==> config.mk <==
export PLATFORM = sky130hd
export DESIGN_NAME = floating_point_mixer
export DESIGN_NICKNAME = d
export VERILOG_FILES = /design/src/rtl/floating_point_mixer.sv
export SDC_FILE = /design/constraint.sdc
export NUM_CORES = 1
export LEC_CHECK = 0
export BUFFER_PORTS_ARGS = -buffer_cell sky130_fd_sc_hd__buf_2
export CAP_MARGIN = 20
export CELL_PAD_IN_SITES_DETAIL_PLACEMENT = 0
export CELL_PAD_IN_SITES_GLOBAL_PLACEMENT = 1
export CORE_ASPECT_RATIO = 0.6
export CORE_MARGIN = 4
export CORE_UTILIZATION = 47
export CTS_CLUSTER_DIAMETER = 30
export DETAILED_ROUTE_END_ITERATION = 10
export GPL_ROUTABILITY_DRIVEN = 0
export PLACE_DENSITY_LB_ADDON = 0.1
export SYNTH_ARGS = -nofsm -noshare
export SYNTH_HDL_FRONTEND = slang
export SYNTH_SLANG_ARGS = --single-unit
==> constraint.sdc <==
create_clock -name clk -period 13.3 [get_ports clk]
set_input_delay 2.66 -clock clk [delete_from_list [all_inputs] [get_ports clk]]
set_output_delay 2.66 -clock clk [all_outputs]
set_load 0.1 [all_outputs]
==> src/rtl/floating_point_mixer.sv <==
// floating_point_mixer: sums NUM_CHANNELS IEEE-754 single samples into one
// mixed sample per frame. Takes one operand per cycle and feeds it through a
// single combinational adder/subtracter.
// Optional feature macro: FP_MIXER_GAIN_EN adds a gain_shift port. The output
// is then divided by 2^gain_shift, flushing to signed zero on exponent underflow.

// Combinational single-precision add/sub for normal operands only.
// Rounding is truncation. There is no inf/NaN/denormal handling, and exponent
// overflow wraps.
module floating_point_adder_subtracter (
  input  logic [31:0] a,
  input  logic [31:0] b,
  input  logic        is_subtract,
  output logic [31:0] result
);
  logic        big_s, sml_s;
  logic [7:0]  big_e, sml_e, d, res_e;
  logic [23:0] big_m, sml_m, sml_sh, norm;
  logic [24:0] sum;
  logic [4:0]  pos;
  logic [22:0] res_m;
  logic        zero;

  // Align the smaller magnitude to the larger one, add or subtract, then renormalise.
  always_comb begin
    if (b[30:0] > a[30:0]) begin
      big_s = b[31] ^ is_subtract; big_e = b[30:23]; big_m = {1'b1, b[22:0]};
      sml_s = a[31];               sml_e = a[30:23]; sml_m = {1'b1, a[22:0]};
    end else begin
      big_s = a[31];               big_e = a[30:23]; big_m = {1'b1, a[22:0]};
      sml_s = b[31] ^ is_subtract; sml_e = b[30:23]; sml_m = {1'b1, b[22:0]};
    end
    d      = big_e - sml_e;
    sml_sh = (d > 8'd23) ? 24'd0 : (sml_m >> d);
    pos    = 5'd0;
    norm   = 24'd0;
    zero   = 1'b0;
    if (big_s == sml_s) begin
      sum = {1'b0, big_m} + {1'b0, sml_sh};
      if (sum[24]) begin
        res_m = sum[23:1];
        res_e = big_e + 8'd1;
      end else begin
        res_m = sum[22:0];
        res_e = big_e;
      end
    end else begin
      sum = {1'b0, big_m - sml_sh};
      // Find the highest set bit; the last hit in the loop wins.
      for (int i = 0; i < 24; i++)
        if (sum[i]) pos = 5'(i);
      zero  = (sum == 25'd0);
      norm  = sum[23:0] << (5'd23 - pos);
      res_m = norm[22:0];
      res_e = big_e - {3'b0, 5'd23 - pos};
    end
    result = zero ? 32'd0 : {big_s, res_e, res_m};
  end
endmodule

module floating_point_mixer #(
  parameter  int NUM_CHANNELS = 4,
  localparam int CW           = $clog2(NUM_CHANNELS)
) (
  input  logic          clk,
  input  logic          rst_n,
  input  logic          in_valid,
  output logic          in_ready,
  input  logic [31:0]   in_sample,
  input  logic          in_subtract,
  output logic [CW-1:0] in_ch,
`ifdef FP_MIXER_GAIN_EN
  input  logic [3:0]    gain_shift,
`endif
  output logic          out_valid,
  input  logic          out_ready,
  output logic [31:0]   out_sample
);
  typedef enum logic {ACCUM, OUTPUT} state_t;

  localparam logic [CW-1:0] LAST = CW'(NUM_CHANNELS - 1);

  state_t      state;
  logic [31:0] acc, add_res, acc_nxt, out_nxt;
  logic        in_xfer;

  floating_point_adder_subtracter u_add (
    .a           (acc),
    .b           (in_sample),
    .is_subtract (in_subtract),
    .result      (add_res)
  );

  assign in_xfer = in_valid & in_ready;

  // Channel 0 loads directly, because the adder cannot take a zero accumulator.
  always_comb begin
    acc_nxt = (in_ch == '0) ? {in_sample[31] ^ in_subtract, in_sample[30:0]} : add_res;
`ifdef FP_MIXER_GAIN_EN
    if ({4'd0, acc_nxt[30:23]} <= {8'd0, gain_shift})
      out_nxt = {acc_nxt[31], 31'd0};
    else
      out_nxt = {acc_nxt[31], acc_nxt[30:23] - {4'd0, gain_shift}, acc_nxt[22:0]};
`else
    out_nxt = acc_nxt;
`endif
  end

  // Frame FSM with registered handshake outputs.
  // out_sample is captured, with gain applied, on the final input transfer.
  always_ff @(posedge clk or negedge rst_n) begin
    if (!rst_n) begin
      state      <= ACCUM;
      in_ready   <= 1'b0;
      out_valid  <= 1'b0;
      out_sample <= 32'd0;
      in_ch      <= '0;
      acc        <= 32'd0;
    end else begin
      case (state)
        ACCUM: begin
          in_ready <= 1'b1;
          if (in_xfer) begin
            acc <= acc_nxt;
            if (in_ch == LAST) begin
              in_ch      <= '0;
              state      <= OUTPUT;
              in_ready   <= 1'b0;
              out_valid  <= 1'b1;
              out_sample <= out_nxt;
            end else begin
              in_ch <= in_ch + 1'b1;
            end
          end
        end
        OUTPUT: begin
          if (out_ready) begin
            state     <= ACCUM;
            out_valid <= 1'b0;
            in_ready  <= 1'b1;
          end
        end
        default: state <= ACCUM;
      endcase
    end
  end
endmodule

======== After elaboration in Yosys (flattened, before gate mapping) ========
Cells that the tools add are included.
cells by class
  bitwise logic cells ..................... 3
  add/sub/neg operators ................... 7
  shifts and indexed selects .............. 2
  muxes and demuxes ....................... 51
  reduce and logical (&&, ||, !) cells .... 5
  order comparisons ....................... 2
  equal/unequal tests ..................... 5
operators by type and width
  operator               count
  $mux W23               4
  $mux W32               2
  $mux W5                9
  $mux W4                8
  $mux W8                4
  $gt A31 B31 Y1         1
  $add A24 B24 Y25       1
  $logic_not A24 Y1      1
  $mux W24               1
  $shl A24 B5 Y23        1
  $shr A24 B8 Y24        1
  $sub A24 B24 Y24       1
  $mux W1                13
  $mux W3                4
  $add A8 B1 Y8 const B  1
  $gt A8 B5 Y1 const B   1
  $sub A8 B5 Y8          1
  $sub A8 B8 Y8          1
  $mux W2                3
  $ne A2 B2 Y1 const B   3
  $pmux W1 S2            3
  $reduce_and A3 Y1      2
  $sub A5 B5 Y5 const A  1
  $add A2 B1 Y2 const B  1
  7 further kinds        7
word-level totals
  register bits after elaboration ......... 69
  logic and storage cells ................. 81

======== Depth between registers and ports, before layout ========
  depth in word-level cells ............... 35
  depth in mapped cells ................... 56
  gate-level depth less buffers ........... 48

======== Hierarchy ========
Synthesis repeated with hierarchy kept, for this count alone.
second synthesis, totals
  cells, all modules ...................... 1616
  area, all modules ....................... 11656.2 um^2
by module, submodules not included
  module                           sequential area each (um^2)  cells an instance  area an instance (um^2)  times used
  floating_point_adder_subtracter  0.0                          1353               8807.2                   1
  floating_point_mixer             1726.7                       263                2849.0                   1

======== Worst setup path before layout ========
Ideal clock, no wire load.
  path kind ............................... in2reg
  start ................................... input in_sample[28]
  end ..................................... register acc[30]
  buffers on the path ..................... 11
  cell stages on the path ................. 48
  setup time .............................. 133 ps
  path slack .............................. 532 ps
  arrival time ............................ 12634 ps
  cell sequence ........................... ha_1 -> buf_4 -> a21oi_1 -> nand3_1 -> o22a_1 -> o21a_2 -> nor2_4 -> buf_2 -> buf_1 -> clkbuf_1 -> clkbuf_1 -> mux2_2 -> ha_1 -> clkbuf_1 -> buf_1 -> buf_1 -> mux2i_1 -> mux2i_1 -> [12 not listed] -> nor3_1 -> o21ai_1 -> a21oi_1 -> inv_2 -> buf_2 -> buf_2 -> ha_1 -> o21ai_0 -> nand2b_1 -> and2_1 -> o21ai_0 -> nand2_1 -> nor3_1 -> a31o_2 -> xnor2_1 -> a22o_1 -> a22oi_1 -> o21ai_0
between the ends
  longest elaborated chain between the ends .. 35
  elaborated cells on any way between the ends .. 47
  those cells by class .................... add/sub (6); order compare (2); eq/ne (1); shift (1); mux (36); reduce/logical (1)
ends and longest elaborated chain
  what                                                    line  RTL
  start: declaration                                      69    input logic [31:0] in_sample,
  $gt A31 B31 Y1                                          26    if (b[30:0] > a[30:0]) begin
  $mux W8                                                 26
  $sub A8 B8 Y8                                           33    d = big_e - sml_e;
  $shr A24 B8 Y24 / $gt A8 B5 Y1 (equally long branches)  34    sml_sh = (d > 8'd23) ? 24'd0 : (sml_m >> d);
  $mux W24                                                34
  $sub A24 B24 Y24                                        48    sum = {1'b0, big_m - sml_sh};
  $mux W1                                                 51    if (sum[i]) pos = 5'(i);
  $mux W2 (2 in series)                                   51
  $mux W3 (4 in series)                                   51
  $mux W4 (8 in series)                                   51
  $mux W5 (8 in series)                                   51
  $mux W5                                                 38    if (big_s == sml_s) begin
  $sub A5 B5 Y5                                           55    res_e = big_e - {3'b0, 5'd23 - pos};
  $sub A8 B5 Y8                                           55
  $mux W8                                                 38
  $mux W32 *                                              57    result = zero ? 32'd0 : {big_s, res_e, res_m};
  $mux W32 *                                              98    acc_nxt = (in_ch == '0) ? {in_sample[31] ^ in_subtract, in_sample[30:0]} : add_res;
  end signal: assignment                                  124   acc <= acc_nxt;
  end: declaration                                        84    logic [31:0] acc, add_res, acc_nxt, out_nxt;
Mark *: on every way between the ends. The rest lies on a longest branch, timed or not. The select of a mux whose other input is x is not followed.
A chain may end at the register's enable or synchronous reset.

======== Worst setup path after layout ========
  start ................................... input in_sample[4]
  end ..................................... register acc[30]
The elaborated chain is that of the path after synthesis.

==> qor.yml <==
grt_max_degree: 71
synth_top_family_by_area: "compound AO/OA/AOI/OAI gates"
core.rowCount: 43
dp.final_hpwl_um: 35700
worst_r2r_path_depth: 37
reg2reg_to: "acc[30]$_DFFE_PN0P_"
tightest_slew_ns: 0.993
cts_tree: "yes"
synth_cells: 1462
synth_seq_cells: 69
final_cell_mix: "nand2_1, nor2_1, mux2i_1"
io_pins: 73
cts.clk_slew.worst_paths_ns: 0.06
holdPathStages: 2
crit_path_top_delay_cell: "buf_4"
pre_cts_ws_ns: 0.402
ant_nets: 0
layout_setup_ws_ns: 0.834
antenna_found_initial: 0
root_buffer: "clkbuf_16"
hp-class: "register to register"
crit_family: "compound AO/OA/AOI/OAI gates"
synth.area.mux_share: 0.154
drv_cap: 0
start_kind: "input pin"
postCtsSetupBuffers: 0
multiInputGateArea_um2: 8550
rr_startpoint: "acc[24]$_DFFE_PN0P_"
clock_sinks: 69
first_iter_violations: 1550
via_per_inst: 6.46
crit_type: "input pin to register"
port_buffers: 72
crit_path_max_incr_delay_ns: 0.74
final_common_cell: "nand2_1"
synth_ff_type: "dfrtp_1"
synthArstFlopShare: 1.00
synth_edf_count: 0
synthSimpleGateAreaFrac: 0.206
clock_latency_ns: 0.35
slew_violations: 0
netlist_area_um2: 11000
fmax_mhz: 80.2
start_util: 0.477
grt_pass1_vias: 10200
finalCriticalPeriod_ns: 12.47
grt_usage: 0.330
hold_buffers: 0
cp_data_required_time_ns: 13.49
ys_seq_area_frac: 0.157
drc_errors: 0
seq_area_um2: 1730
core_area_um2: 23100
cts-buffers-inserted: 9
antenna_cells: 0
vias: 11700
syn-num-nets: 1589
grt_pass1_wl_um: 65200
cp.buffers_inverters: 2
dieArea_um2: 26000
hold_end: "out_sample[6]$_DFFE_PN0P_"
synthAdderAreaFrac: 0.104
synth_compound_area_frac: 0.267
worst_ep_arrival_time_ns: 12.65
cts_resized: 0
h-tree-depth: 3
final_nets: 1616
layout-drive-gt1-share: 0.139
cp_max_fo: 70
yosys.area_share.xor_xnor: 0.0406
grt.overflow.total: 0
synth_cell_type_count: 100
drt-pass1-iter-count: 8
area_growth_pct: 8.64
clock_skew_ns: 0.0127
clockBufferDepth: 2
nFillCells: 2217
finalSetupViolCount: 0
r2r_slack_ns: 2.70
ys_warn_count: 0
end_kind: "register"
run_status: "finished, final reports clean"
syn_avg_cell_area_um2: 7.53
detail_route.wl_per_cell_um: 24.4
wirelength_um: 44100
relSlewSlack: 0.338
period_share: 0.937
die_height_um: 127
die_x_um: 206
hold_violations: 0
min_from: "out_sample[6]$_DFFE_PN0P_"
-- Yosys cell counts, types with 28 or more instances --
master	count	area, um^2
nand2_1	135	507
nor2_1	130	488
mux2i_1	121	1210
a21oi_1	101	505
o21ai_0	99	495
inv_1	96	360
ha_1	87	1090
dfrtp_1	69	1730
clkbuf_1	47	176
xnor2_1	44	385
mux2_2	34	383
nor3_1	34	170
nand3_1	28	140
-- cells by family (layout without fill, tap and decap cells) --
group / count (synthesis) / in the layout
simple gates: 466 / 466
compound gates: 440 / 440
flops: 69 / 69
xor+xnor: 51 / 51
fa+ha+maj: 90 / 90
mux: 161 / 161
buf+inv: 185 / 217
-- registers in the layout, summed over array words and instances (netlist names) --
register	flops
acc	32
out_sample	32
in_ch	2
in_ready	1
out_valid	1
state	1
-- worst register-to-register path: cells and delay by family (launching register included) --
family                   cells  cell delay, ns
AND/OR/NAND/NOR             14            3.24
AO/OA/AOI/OAI               13            3.00
multiplexers                 4            1.39
adder cells (fa/ha/maj)      3            1.20
buffers and inverters        2            0.89
flip-flops                   1            0.64
XOR/XNOR                     1            0.07
-- layout make-up --
cell class,count,area share
clock buffer,9,0.0188
sequential,69,0.144
clock inverter,7,0.00869
multi-input combinational,1208,0.715
inverter,100,0.0316
timing repair buffer,101,0.0486
tap,315,0.0330
-- routing by layer --
metal  wire length, um  global-route usage  share of wire  vias up
met5                 0                   0              0        -
met4               551              0.0457          0.013        0
met3              7370               0.161           0.17       47
met2             15300               0.387           0.35      735
met1             20800               0.530           0.47     5501
li1                  -                   -              -     5400
-- per-stage QoR --
step	instance area [um^2]	utilization	hold slack [ns]	TNS (ns)	std cells
6_report	12000	0.518	0.476	0	1809
5_1_grt	12000	0.518	0.495	-0.00811	1809
4_1_cts	11900	0.517	0.475	0	1809
3_5_place_dp	11600	0.503	0.462	0	1793
3_3_place_gp	11600	0.503	0.459	0	1793
2_1_floorplan	11000	-	0.450	0	1462
-- worst max-delay path by stage --
| stage | startpoint | to | cells past startpoint |
|---|---|---|---|
| after floorplan | in_sample[28] | acc[30]$_DFFE_PN0P_ | 48 |
| after global placement | in_sample[27] | acc[29]$_DFFE_PN0P_ | 46 |
| after detailed placement | in_sample[27] | acc[29]$_DFFE_PN0P_ | 46 |
| after CTS | in_sample[27] | acc[29]$_DFFE_PN0P_ | 46 |
| after global routing | in_sample[13] | acc[30]$_DFFE_PN0P_ | 46 |
| final | in_sample[4] | acc[30]$_DFFE_PN0P_ | 37 |
Power is left out: the tool's default activity adds up to more than one toggle a clock period on the data nets, which glitch-free logic cannot reach.
